--- src/rtl/siso_ctrl_pkg.sv ---
// Shared definitions for the SISO shift-chain controller: state encoding and
// counter sizing.
package siso_ctrl_pkg;

  localparam logic [1:0] ST_IDLE = 2'd0;
  localparam logic [1:0] ST_RUN  = 2'd1;
  localparam logic [1:0] ST_DONE = 2'd2;

  typedef enum logic [1:0] {
    STATE_IDLE = ST_IDLE,
    STATE_RUN  = ST_RUN,
    STATE_DONE = ST_DONE
  } state_t;

  // Counter must hold 0..data_width+pipe_depth without wrapping.
  function automatic int cnt_width(input int data_width, input int pipe_depth);
    return $clog2(data_width + pipe_depth + 1);
  endfunction

endpackage

--- src/rtl/siso_shift_controller.sv ---
// Serialises one word LSB-first into an external SISO chain of known latency,
// reassembles the returning bits and flags any difference from what was sent.
module siso_shift_controller
  import siso_ctrl_pkg::*;
#(
  parameter int DATA_WIDTH = 4,
  parameter int PIPE_DEPTH = 4
) (
  input  logic                  clk,
  input  logic                  rst,
  input  logic                  s_valid,
  output logic                  s_ready,
  input  logic [DATA_WIDTH-1:0] s_data,
  output logic                  sr_data_in,
  input  logic                  sr_data_out,
  output logic                  m_valid,
  input  logic                  m_ready,
  output logic [DATA_WIDTH-1:0] m_data,
  output logic                  m_err,
  output logic                  busy
);

  localparam int CW = cnt_width(DATA_WIDTH, PIPE_DEPTH);
  localparam logic [CW-1:0] CNT_LAST = CW'(DATA_WIDTH + PIPE_DEPTH - 1);
  localparam logic [CW-1:0] CNT_CAP  = CW'(PIPE_DEPTH);

  state_t                  state_reg, state_next;
  logic                    accept, run_last;
  logic [CW-1:0]           cnt_reg;
  logic [DATA_WIDTH-1:0]   tx_word_reg, tx_shift_reg, rx_reg;
  logic [DATA_WIDTH-1:0]   rx_shifted;
  logic [DATA_WIDTH:0]     rx_cat;
  logic                    sr_bit_reg;
  logic [DATA_WIDTH-1:0]   m_data_reg;
  logic                    m_err_reg;

  always_ff @(posedge clk) begin
    if (rst) begin
      state_reg <= STATE_IDLE;
    end else begin
      state_reg <= state_next;
    end
  end

  always_comb begin
    state_next = state_reg;
    accept     = 1'b0;
    run_last   = 1'b0;
    case (state_reg)
      STATE_IDLE: begin
        if (s_valid) begin
          accept     = 1'b1;
          state_next = STATE_RUN;
        end
      end
      STATE_RUN: begin
        if (cnt_reg == CNT_LAST) begin
          run_last   = 1'b1;
          state_next = STATE_DONE;
        end
      end
      STATE_DONE: begin
        if (m_ready) begin
          state_next = STATE_IDLE;
        end
      end
      default: state_next = STATE_IDLE;
    endcase
  end

  // Returning bit enters at the MSB so the first bit sent ends up in bit 0.
  assign rx_cat     = {sr_data_out, rx_reg};
  assign rx_shifted = rx_cat[DATA_WIDTH:1];

  always_ff @(posedge clk) begin
    if (rst) begin
      cnt_reg      <= '0;
      tx_word_reg  <= '0;
      tx_shift_reg <= '0;
      rx_reg       <= '0;
      sr_bit_reg   <= 1'b0;
      m_data_reg   <= '0;
      m_err_reg    <= 1'b0;
    end else if (accept) begin
      cnt_reg      <= '0;
      tx_word_reg  <= s_data;
      tx_shift_reg <= s_data >> 1;
      rx_reg       <= '0;
      sr_bit_reg   <= s_data[0];
    end else if (state_reg == STATE_RUN) begin
      cnt_reg      <= cnt_reg + CW'(1);
      tx_shift_reg <= tx_shift_reg >> 1;
      // Shift register drains to zero, so the line idles low after the last bit.
      sr_bit_reg   <= run_last ? 1'b0 : tx_shift_reg[0];
      if (cnt_reg >= CNT_CAP) begin
        rx_reg <= rx_shifted;
      end
      if (run_last) begin
        m_data_reg <= rx_shifted;
        m_err_reg  <= (rx_shifted != tx_word_reg);
      end
    end
  end

  assign s_ready    = (state_reg == STATE_IDLE);
  assign busy       = (state_reg != STATE_IDLE);
  assign m_valid    = (state_reg == STATE_DONE);
  assign sr_data_in = sr_bit_reg;
  assign m_data     = m_data_reg;
  assign m_err      = m_err_reg;

endmodule

--- config.mk ---
export PLATFORM = sky130hd
export DESIGN_NAME = siso_shift_controller
export DESIGN_NICKNAME = d
export VERILOG_FILES = /design/src/rtl/siso_ctrl_pkg.sv /design/src/rtl/siso_shift_controller.sv
export SDC_FILE = /design/constraint.sdc
export NUM_CORES = 1
export LEC_CHECK = 0
export BUFFER_PORTS_ARGS = -buffer_cell sky130_fd_sc_hd__buf_2
export CORE_UTILIZATION = 53
export CTS_CLUSTER_DIAMETER = 30
export DETAILED_ROUTE_END_ITERATION = 8
export GPL_ROUTABILITY_DRIVEN = 0
export PLACE_DENSITY = 0.83
export REMOVE_ABC_BUFFERS = 1
export SYNTH_ARGS = -nofsm -noshare
export SYNTH_HDL_FRONTEND = slang
export SYNTH_SLANG_ARGS = --single-unit
--- constraint.sdc ---
create_clock -name clk -period 1.6 [get_ports clk]
set_clock_uncertainty 0.15 [all_clocks]
set_input_delay 0.32 -clock clk [delete_from_list [all_inputs] [get_ports clk]]
set_output_delay 0.32 -clock clk [all_outputs]
set_load 0.02 [all_outputs]
==> results.tsv, run 1 <==
stage	metric	value	unit
routing	wire per inst	14.35	um
placed_design	port bufs	17	
clock_network	Clock transition at path regs	120	ps
outcome	outcome	finished with violations	
finish	synthesis-to-finish area growth	20.61	%
floorplanning	Ports	18	
finish	layout cell share with drive strength beyond 1	32.35	%
sta	Max Clk Rate	0.6208	GHz
grt	GRT Total Usage	24.21	%
clock_network	worst skew pair latency	320	ps
logic_synthesis	register bit total from synthesis	22	
sta	Max-slew headroom	73.70	%
logic_synthesis	Ys Warns	0	
logic_synthesis	top cells by count, synth	dfxtp_1 (22), a21oi_1 (13), nor2_1 (12)	
logic_synthesis	largest cells by area after synthesis	dfxtp_1 (43%), a21oi_1 (6.4%), o21ai_0 (4.4%)	
sta	PnR worst setup slack	-10.90	ps
sta	endpoints failing setup	1	
routing	DRT Wirelength	2.310	mm
critical_path	worst-path maximum fanout	3	
critical_path	FF-to-FF setup slack	80	ps
clock_network	CTS tree	done	
min_path	Worst Hold Class	input pin to flip-flop	
logic_synthesis	sequential area share after synthesis	43.19	%
sta	Final Cycle Share	100.7	%
critical_path	kind of critical path	flip-flop to output pin	
critical_path	Worst EP required	1130	ps
placed_design	DP Cell Count	152	
floorplanning	effective utilization at floorplan	57.80	%
power_and_ir_drop	Pwr Total	1018	uW
finish	NumNets Final	147	
finish	Fill cells	141	
floorplanning	die height	45.87	um
placed_design	post-DP HPWL	1.591	mm
logic_synthesis	Top FF cell, synth	dfxtp_1	
grt	initial antenna violation count	0	
placed_design	placed instance area	1127	sq um
routing	Pre-antenna DRT Iters	4	
finish	design area	1230	sq um
power_and_ir_drop	P_leak	0.0005176	uW
sta	RSZ-0062 raised after global routing	true	
routing	post-route ant nets	0	
routing	Iteration-0 DRC Markers	28	
logic_synthesis	count leader, synth	dfxtp_1	
logic_synthesis	number of synthesized flops with an enable pin	0	
logic_synthesis	Synth area leader	dfxtp_1	
power_and_ir_drop	Peak VDD IR	0.6669	mV
critical_path	CP Capture Type	output pin	
sta	endpoints failing hold	0	
clock_network	depth of the CTS H-tree	1	
logic_synthesis	distinct cell type count after synthesis	34	
critical_path	Worst setup SP type	flip-flop	
logic_synthesis	area fraction of the dominant cell type after synthesis	43.19	%
grt	GR Overflow Total	0	
sta	minimum clock period	1611	ps
logic_synthesis	Async S/R FF share, synth	0	%
routing	DR vias/cell	5.602	
grt	global-route wire length before repair	3.415	mm
grt	pin count of the biggest net entering global routing	16	
floorplanning	die width	45.87	um
logic_synthesis	Synth Cell Area	1020	sq um
outcome	failing checks	negative setup slack	
grt	vias in the first global route	748	
clock_network	clk buf depth	2	
finish	Final Instance Count excl. Fillers	161	
routing	drt drc	0	
clock_network	clock root buffer	clkbuf_4	
logic_synthesis	Post-Synthesis Cells	111	
sta	final slew viol count	0	
flow_run	max-cap violation count	0	
floorplanning	DIE AREA	2104	sq um
clock_network	number of CTS-inserted buffers	3	
clock_network	clock sink count	22	
routing	via count	902	
floorplanning	total core area	1764	sq um
critical_path	crit path DAT	1140	ps
power_and_ir_drop	PwrDens	827.5	nW/um^2
finish	diode count	0	
clock_network	# hold bufs at CTS	0	
floorplanning	row count	15	
logic_synthesis	Syn Area/Cell	9.187	sq um
sta	Worst-Margin Slew	393.7	ps
==> final cells by class <==
cell class / count / area, sq um / area share, %
Tap cell: 25 / 31.28 / 2.543
Sequential cell: 22 / 447.9 / 36.42
Multi-Input combinational cell: 82 / 538.0 / 43.74
Inverter: 1 / 3.754 / 0.3052
Clock buffer: 4 / 36.28 / 2.950
Timing Repair Buffer: 27 / 172.7 / 14.04
==> metal layers <==
metal / wire [um] / track usage [%]
met2: 1159 / 36.90
met1: 917 / 30.84
met4: 41 / 12.94
met5: 0 / 0
met3: 191 / 6.349
==> worst max-delay path, stage by stage (launching register included) <==
cell,delay (ps)
dfxtp_4,370
buf_6,120
and2b_2,210
buf_6,130
==> per-stage QoR <==
step | utilization [%] | worst slack [ps] | TNS (ps) | hold WS (ps)
finish | 69.72 | -10.90 | -10.90 | 101.1
global route | 69.72 | -44.28 | -88.42 | 103.7
CTS | 68.65 | -2.005 | -2.005 | 99.68
global placement | 63.90 | 97.14 | 0 | 308.7
floorplan | - | 109.6 | 0 | 239.1
detailed placement | 63.90 | 28.07 | 0 | 316.9
==> where the power goes <==
group / internal (uW) / leakage [uW] / total (uW) / switching [uW]
clock: 139 / 0.0000210 / 306 / 167
sequential: 564 / 0.000181 / 580 / 15.6
combinational: 62.5 / 0.000316 / 132 / 69.2
==> cells in the final DEF (no fill, tap or decap), types with 3 or more instances in the layout <==
cell and count:
a21oi_1 13, buf_2 15, buf_4 10, clkbuf_4 3
dfxtp_1 20, mux2i_1 4, nand2_1 3, nand3_1 8
nor2_1 11, o21ai_0 9, xor2_1 4
==> final timing paths <==
kind                     start             end  cells past startpoint
hold / removal         m_ready    state_reg[1]                      3
setup / recovery  state_reg[1]         m_valid                      3
setup reg to reg  state_reg[1]  tx_word_reg[2]                      5
hold reg to reg      m_data[1]       m_data[1]                      2
==> kinds of logic (layout without fill, tap and decap cells) <==
kind of cell / after synthesis / after routing / share of synthesized area [%]
buffers and inverters: 7 / 32 / 4.906
adders and majority gates: 1 / 1 / 1.227
and+or+nand+nor: 43 / 43 / 24.54
xor gates and xnor gates: 6 / 6 / 5.153
AOI/OAI and AO/OA: 28 / 28 / 17.06
DFF: 22 / 22 / 43.19
muxes: 4 / 4 / 3.927
==> timing repair <==
item | CTS | global route
setup endpoints to repair | 3 | 12
gates resized for setup | 7 | 4
pin swaps | 0 | 1
buffers inserted | 4 | 1
No activity file was read; power rests on OpenSTA's default activity.
==> run 2, diff against run 1 <==
--- a/config.mk
+++ b/config.mk
@@ -6,12 +6,13 @@
 export NUM_CORES = 1
 export LEC_CHECK = 0
 export BUFFER_PORTS_ARGS = -buffer_cell sky130_fd_sc_hd__buf_2
+export CORE_MARGIN = 8
 export CORE_UTILIZATION = 53
 export CTS_CLUSTER_DIAMETER = 30
 export DETAILED_ROUTE_END_ITERATION = 8
 export GPL_ROUTABILITY_DRIVEN = 0
 export PLACE_DENSITY = 0.83
-export REMOVE_ABC_BUFFERS = 1
+export SLEW_MARGIN = 20
 export SYNTH_ARGS = -nofsm -noshare
 export SYNTH_HDL_FRONTEND = slang
 export SYNTH_SLANG_ARGS = --single-unit
==> run 2 against run 1 <==
Effect of this change: the flow now finishes without violations; setup slack better by 75 ps; cell count is 2.5% higher; register-to-register slack hardly changed; worst hold slack gained 5.7 ps; combinational power rose by 11%; die area grew 70%; critical path type unchanged; flip-flop and latch count unchanged; global-route usage fell by 10 points; fmax up 4.9%.
==> results.tsv, run 2 (same netlist as run 1, synthesis figures left out) <==
stage	metric	value	unit	change
finish	synthesis-to-finish area growth	24.17	%	
critical_path	Worst setup SP type	flip-flop		
sta	endpoints failing hold	0		unchanged
placed_design	dpl ws	76.28	ps	+48.21 ps
grt	global-route wire length before repair	3.960	mm	+16%
finish	Fill cells	155		+9.9%
clock_network	clk buf depth	2		unchanged
sta	endpoints failing setup	0		-1
routing	via count	897		-0.55%
critical_path	worst-path maximum fanout	6		+3
finish	most common cell after layout, fill and taps aside	dfxtp_1		
clock_network	clock sink count	22		unchanged
floorplanning	total core area	1882	sq um	+6.7%
logic_synthesis	syn nets	121		
clock_network	worst skew pair latency	300	ps	-20 ps
sta	minimum clock period	1536	ps	-74.93 ps
power_and_ir_drop	PwrDens	813.5	nW/um^2	-1.7%
grt	GR Overflow Total	0		unchanged
floorplanning	row count	16		+1
routing	Pre-antenna DRT Iters	6		+2
critical_path	crit path DAT	1070	ps	-70 ps
critical_path	kind of critical path	flip-flop to output pin		
floorplanning	die width	59.87	um	+31%
grt	pin count of the biggest net entering global routing	17		+1
placed_design	post-DP HPWL	1.768	mm	+11%
critical_path	CP Capture Type	output pin		
sta	final slew viol count	0		unchanged
outcome	outcome	completed		
sta	Max Clk Rate	0.6511	GHz	+4.9%
power_and_ir_drop	Peak VDD IR	0.4968	mV	-26%
finish	commonest non-fill, non-tap cells in the layout	dfxtp_1 (20), buf_2 (16), a21oi_1 (13)		
floorplanning	Ports	18		unchanged
grt	initial antenna violation count	0		unchanged
power_and_ir_drop	P_leak	0.0005341	uW	+3.2%
finish	register area	447.9	sq um	unchanged
clock_network	CTS tree	done		
finish	footprint of the multi-input gates	543.0	sq um	+0.93%
sta	Final Cycle Share	96.00	%	-4.7 points
routing	Iteration-0 DRC Markers	36		+29%
critical_path	FF-to-FF Start	cnt_reg[0]		
clock_network	number of CTS-inserted buffers	3		unchanged
routing	post-route ant nets	0		unchanged
sta	Worst-Margin Slew	333.3	ps	-60.36 ps
finish	NumNets Final	149		+1.4%
critical_path	Worst EP required	1130	ps	about the same
min_path	Worst Hold Launch	m_ready		
grt	vias in the first global route	895		+20%
routing	DR vias/cell	5.436		-3.0%
routing	drt drc	0		unchanged
finish	Final Instance Count excl. Fillers	165		+2.5%
sta	PnR worst setup slack	64.03	ps	+74.93 ps
routing	DRT Wirelength	2.458	mm	+6.4%
routing	wire per inst	14.90	um	+3.8%
clock_network	clock root buffer	clkbuf_4		
floorplanning	die height	59.87	um	+31%
clock_network	Clock transition at path regs	120	ps	about the same
floorplanning	effective utilization at floorplan	54.19	%	-3.6 points
critical_path	origin of the worst setup path	state_reg[1]		
grt	GRT Total Usage	14.24	%	-10 points
flow_run	max-cap violation count	0		unchanged
floorplanning	DIE AREA	3584	sq um	+70%
power_and_ir_drop	Pwr Total	1030	uW	+1.2%
clock_network	depth of the CTS H-tree	1		unchanged
finish	diode count	0		unchanged
placed_design	port bufs	17		unchanged
min_path	Worst Hold Class	input pin to flip-flop		
placed_design	DP Cell Count	156		+2.6%
finish	layout cell share with drive strength beyond 1	33.33	%	+0.98 points
sta	Max-slew headroom	77.57	%	+3.9 points
==> run 2: worst paths after layout <==
check	to	slack, ps	cells past startpoint
worst min register to register	m_data[0]	330	2
worst max-delay path	busy	60	4
worst min-delay path	state_reg[1]	110	3
worst max register to register	sr_data_in	70	4
==> run 2: critical path, stage by stage, from the launching register on <==
cell	delay (ps)
dfxtp_4	370
buf_6	130
nor2_4	90
inv_1	50
buf_6	120
==> run 2: through the flow <==
stage,cell area (sq um),TNS (ps),utilization (%),hold slack [ps]
3_3_place_gp,1157,0,61.50,311.4
6_report,1266,0,67.29,106.7
5_1_grt,1266,-15.44,67.29,100.2
3_5_place_dp,1157,0,61.50,315.7
4_1_cts,1226,0,65.16,104.2
2_1_floorplan,1020,0,-,242.1
==> run 2: power by group <==
group	internal (uW)	switching, uW	total (uW)
clock network	139	168	307
registers	564	12.7	577
logic	73.3	73.1	146
==> run 2: final cells by class <==
class,instances,area share [%]
multi-input combinational,82,42.89
sequential,22,35.38
timing repair buffer,29,15.91
clock buffer,4,2.866
tap,27,2.668
inverter,1,0.2964
==> run 2: metal layers <==
metal / routed length [um] / part of all wire, % / GRT usage (%)
met5: 0 / 0 / 0
met1: 1002 / 41 / 15.95
met2: 1250 / 51 / 25.08
met4: 29 / 1.2 / 5.782
met3: 176 / 7.2 / 3.226
==> run 2: what timing repair did <==
| item | in CTS | in global routing |
|---|---|---|
| setup endpoints to repair | 3 | 8 |
| pin swaps | 0 | 1 |
| hold buffers | 0 | 0 |
| setup buffers | 3 | 2 |
| gates resized for setup | 5 | 6 |
==> run 3, diff against run 2 <==
--- a/config.mk
+++ b/config.mk
@@ -6,12 +6,12 @@
 export NUM_CORES = 1
 export LEC_CHECK = 0
 export BUFFER_PORTS_ARGS = -buffer_cell sky130_fd_sc_hd__buf_2
-export CORE_MARGIN = 8
-export CORE_UTILIZATION = 53
+export CORE_MARGIN = 5
+export CORE_UTILIZATION = 48
 export CTS_CLUSTER_DIAMETER = 30
 export DETAILED_ROUTE_END_ITERATION = 8
 export GPL_ROUTABILITY_DRIVEN = 0
-export PLACE_DENSITY = 0.83
+export PLACE_DENSITY = 0.8
 export SLEW_MARGIN = 20
 export SYNTH_ARGS = -nofsm -noshare
 export SYNTH_HDL_FRONTEND = slang
==> constraint.sdc (replaced) <==
create_clock -name clk -period 1.3 [get_ports clk]
set_clock_uncertainty 0.15 [all_clocks]
set_input_delay 0.26 -clock clk [delete_from_list [all_inputs] [get_ports clk]]
set_output_delay 0.26 -clock clk [all_outputs]
set_load 0.02 [all_outputs]
==> run 3 against run 2 <==
Effect of this change: the flow now finishes with violations (negative setup slack); clock power is 24% higher; worst hold slack worse by 55 ps; global-route usage is 4.5 points higher; core utilization increased by 7.0 points; via count rose by 13%; clock-buffer cell count stayed put; first-iteration DRC count decreased by 8.3%; non-clock buffer count up 11.
==> results.tsv, run 3 (same netlist as run 1, synthesis figures left out) <==
stage	metric	value	unit	change
routing	wire per inst	18.02	um	+21%
power_and_ir_drop	Clk pwr share	28.7	%	-1.1 points
critical_path	R2R depth	5		+1
logic_synthesis	syn nets	121		unchanged
finish	Final Instance Count excl. Fillers	176		+6.7%
grt	initial antenna violation count	0		unchanged
placed_design	placed instance area	1191	sq um	+2.9%
critical_path	CP Capture Type	output pin		
sta	RSZ-0062 raised after global routing	true		
floorplanning	row count	16		unchanged
floorplanning	Ports	18		unchanged
power_and_ir_drop	switching share of power	25.87	%	+1.3 points
grt	pin count of the biggest net entering global routing	13		-4
clock_network	worst skew pair latency	310	ps	about the same
finish	Fill cells	135		-13%
min_path	Worst Hold Class	input pin to flip-flop		
clock_network	clk buf depth	2		unchanged
routing	via count	1012		+13%
power_and_ir_drop	Power Internal	986.6	uW	+27%
routing	DRT Wirelength	3.172	mm	+29%
routing	Pre-antenna DRT Iters	4		-2
power_and_ir_drop	fraction of power consumed by combinational cells	17.7	%	+3.5 points
finish	diode count	0		unchanged
clock_network	Clock transition at path regs	120	ps	about the same
sta	Max Clk Rate	0.6619	GHz	
placed_design	port bufs	17		unchanged
sta	final slew viol count	0		unchanged
routing	Iteration-0 DRC Markers	33		-8.3%
critical_path	kind of critical path	flip-flop to output pin		
finish	synthesis-to-finish area growth	45.89	%	
critical_path	Worst setup SP type	flip-flop		
finish	layout cell share with drive strength beyond 1	52.35	%	+19 points
power_and_ir_drop	P_leak	0.0006040	uW	+13%
clock_network	clock root buffer	clkbuf_4		
floorplanning	die width	56.09	um	-6.3%
routing	drt drc	0		unchanged
outcome	failing checks	negative setup slack		
finish	most common cell after layout, fill and taps aside	dfxtp_1		
sta	endpoints failing setup	24		+24
sta	PnR worst setup slack	-210.8	ps	-274.9 ps
flow_run	max-cap violation count	0		unchanged
finish	design area	1488	sq um	+17%
floorplanning	DIE AREA	3146	sq um	-12%
clock_network	clock sink count	22		unchanged
routing	post-route ant nets	0		unchanged
sta	Worst-Margin Slew	380.8	ps	+47.51 ps
critical_path	worst-path maximum fanout	4		-2
power_and_ir_drop	switching power	344.3	uW	+36%
floorplanning	die height	56.09	um	-6.3%
grt	GR Overflow Total	0		unchanged
grt	global-route wire length before repair	4.664	mm	+18%
power_and_ir_drop	Peak VDD IR	0.6161	mV	+24%
floorplanning	total core area	2002	sq um	+6.4%
grt	GRT Total Usage	18.78	%	+4.5 points
critical_path	Worst EP required	890	ps	-240 ps
placed_design	post-DP HPWL	1.757	mm	-0.63%
sta	Final Cycle Share	116.2	%	
finish	commonest non-fill, non-tap cells in the layout	dfxtp_1 (15), buf_2 (14), buf_4 (13)		
grt	vias in the first global route	993		+11%
floorplanning	effective utilization at floorplan	50.94	%	-3.3 points
routing	DR vias/cell	5.750		+5.8%
placed_design	DP Cell Count	161		+3.2%
power_and_ir_drop	Pwr Total	1331	uW	+29%
outcome	outcome	finished with violations		
clock_network	depth of the CTS H-tree	1		unchanged
power_and_ir_drop	Seq pwr share	53.6	%	-2.4 points
power_and_ir_drop	PwrDens	894.6	nW/um^2	+10%
critical_path	crit path DAT	1100	ps	+30 ps
min_path	Worst Hold Path Cells	3		unchanged
sta	endpoints failing hold	0		unchanged
sta	minimum clock period	1511	ps	
clock_network	CTS tree	done		
sta	Hold Worst Slack	51.41	ps	-55.32 ps
finish	NumNets Final	160		+7.4%
finish	fin util	74.31	%	+7.0 points
clock_network	number of CTS-inserted buffers	3		unchanged
sta	Max-slew headroom	74.40	%	-3.2 points
==> run 3: worst paths after layout <==
| path | end | startpoint | slack [ps] |
|---|---|---|---|
| setup / recovery | busy | state_reg[1] | -210 |
| hold reg to reg | m_data[0] | m_data[0] | 340 |
| setup reg to reg | m_data[2] | state_reg[1] | -160 |
| hold / removal | state_reg[1] | m_ready | 50 |
==> run 3: routing by layer <==
metal / part of all wire, % / track usage [%] / wire length (um)
met5: 0 / 0 / 0
met4: 2.5 / 12.54 / 78
met3: 5.5 / 4.408 / 175
met2: 53 / 33.56 / 1671
met1: 39 / 19.11 / 1246
==> run 3: final cells by class <==
type,count,area (sq um),area share [%]
clock buffer,4,36.28,2.439
inverter,1,3.754,0.2523
multi-input combinational,82,648.1,43.57
sequential,22,454.2,30.53
tap,27,33.78,2.271
timing repair buffer,40,311.5,20.94
==> run 3: power by group through the flow <==
stage	clock network, uW	logic [uW]	registers (uW)
2_1_floorplan	0	101	731
5_1_grt	421	251	716
3_5_place_dp	0	158	735
4_1_cts	390	207	711
3_3_place_gp	0	151	734
6_report	382	235	714
==> run 3: worst max-delay path, stage by stage, from the launching register on <==
cell and delay, ps:
dfxtp_4 380, buf_6 130, nor2_4 120, inv_2 40
buf_6 120
==> run 3: what timing repair did <==
item / in CTS / in global routing
pin swaps: 7 / 4
gates resized for setup: 32 / 17
hold buffers: 2 / 0
setup endpoints to repair: 21 / 25
endpoints found under the hold margin: 2 / 0
buffers inserted: 7 / 2
==> run 3: per-stage QoR <==
stage	TNS [ps]	setup slack, ps
5_1_grt	-4014	-268.0
2_1_floorplan	-171.8	-29.86
3_3_place_gp	-57.94	-18.59
4_1_cts	-2175	-187.7
3_5_place_dp	-427.6	-129.5
6_report	-2784	-210.8
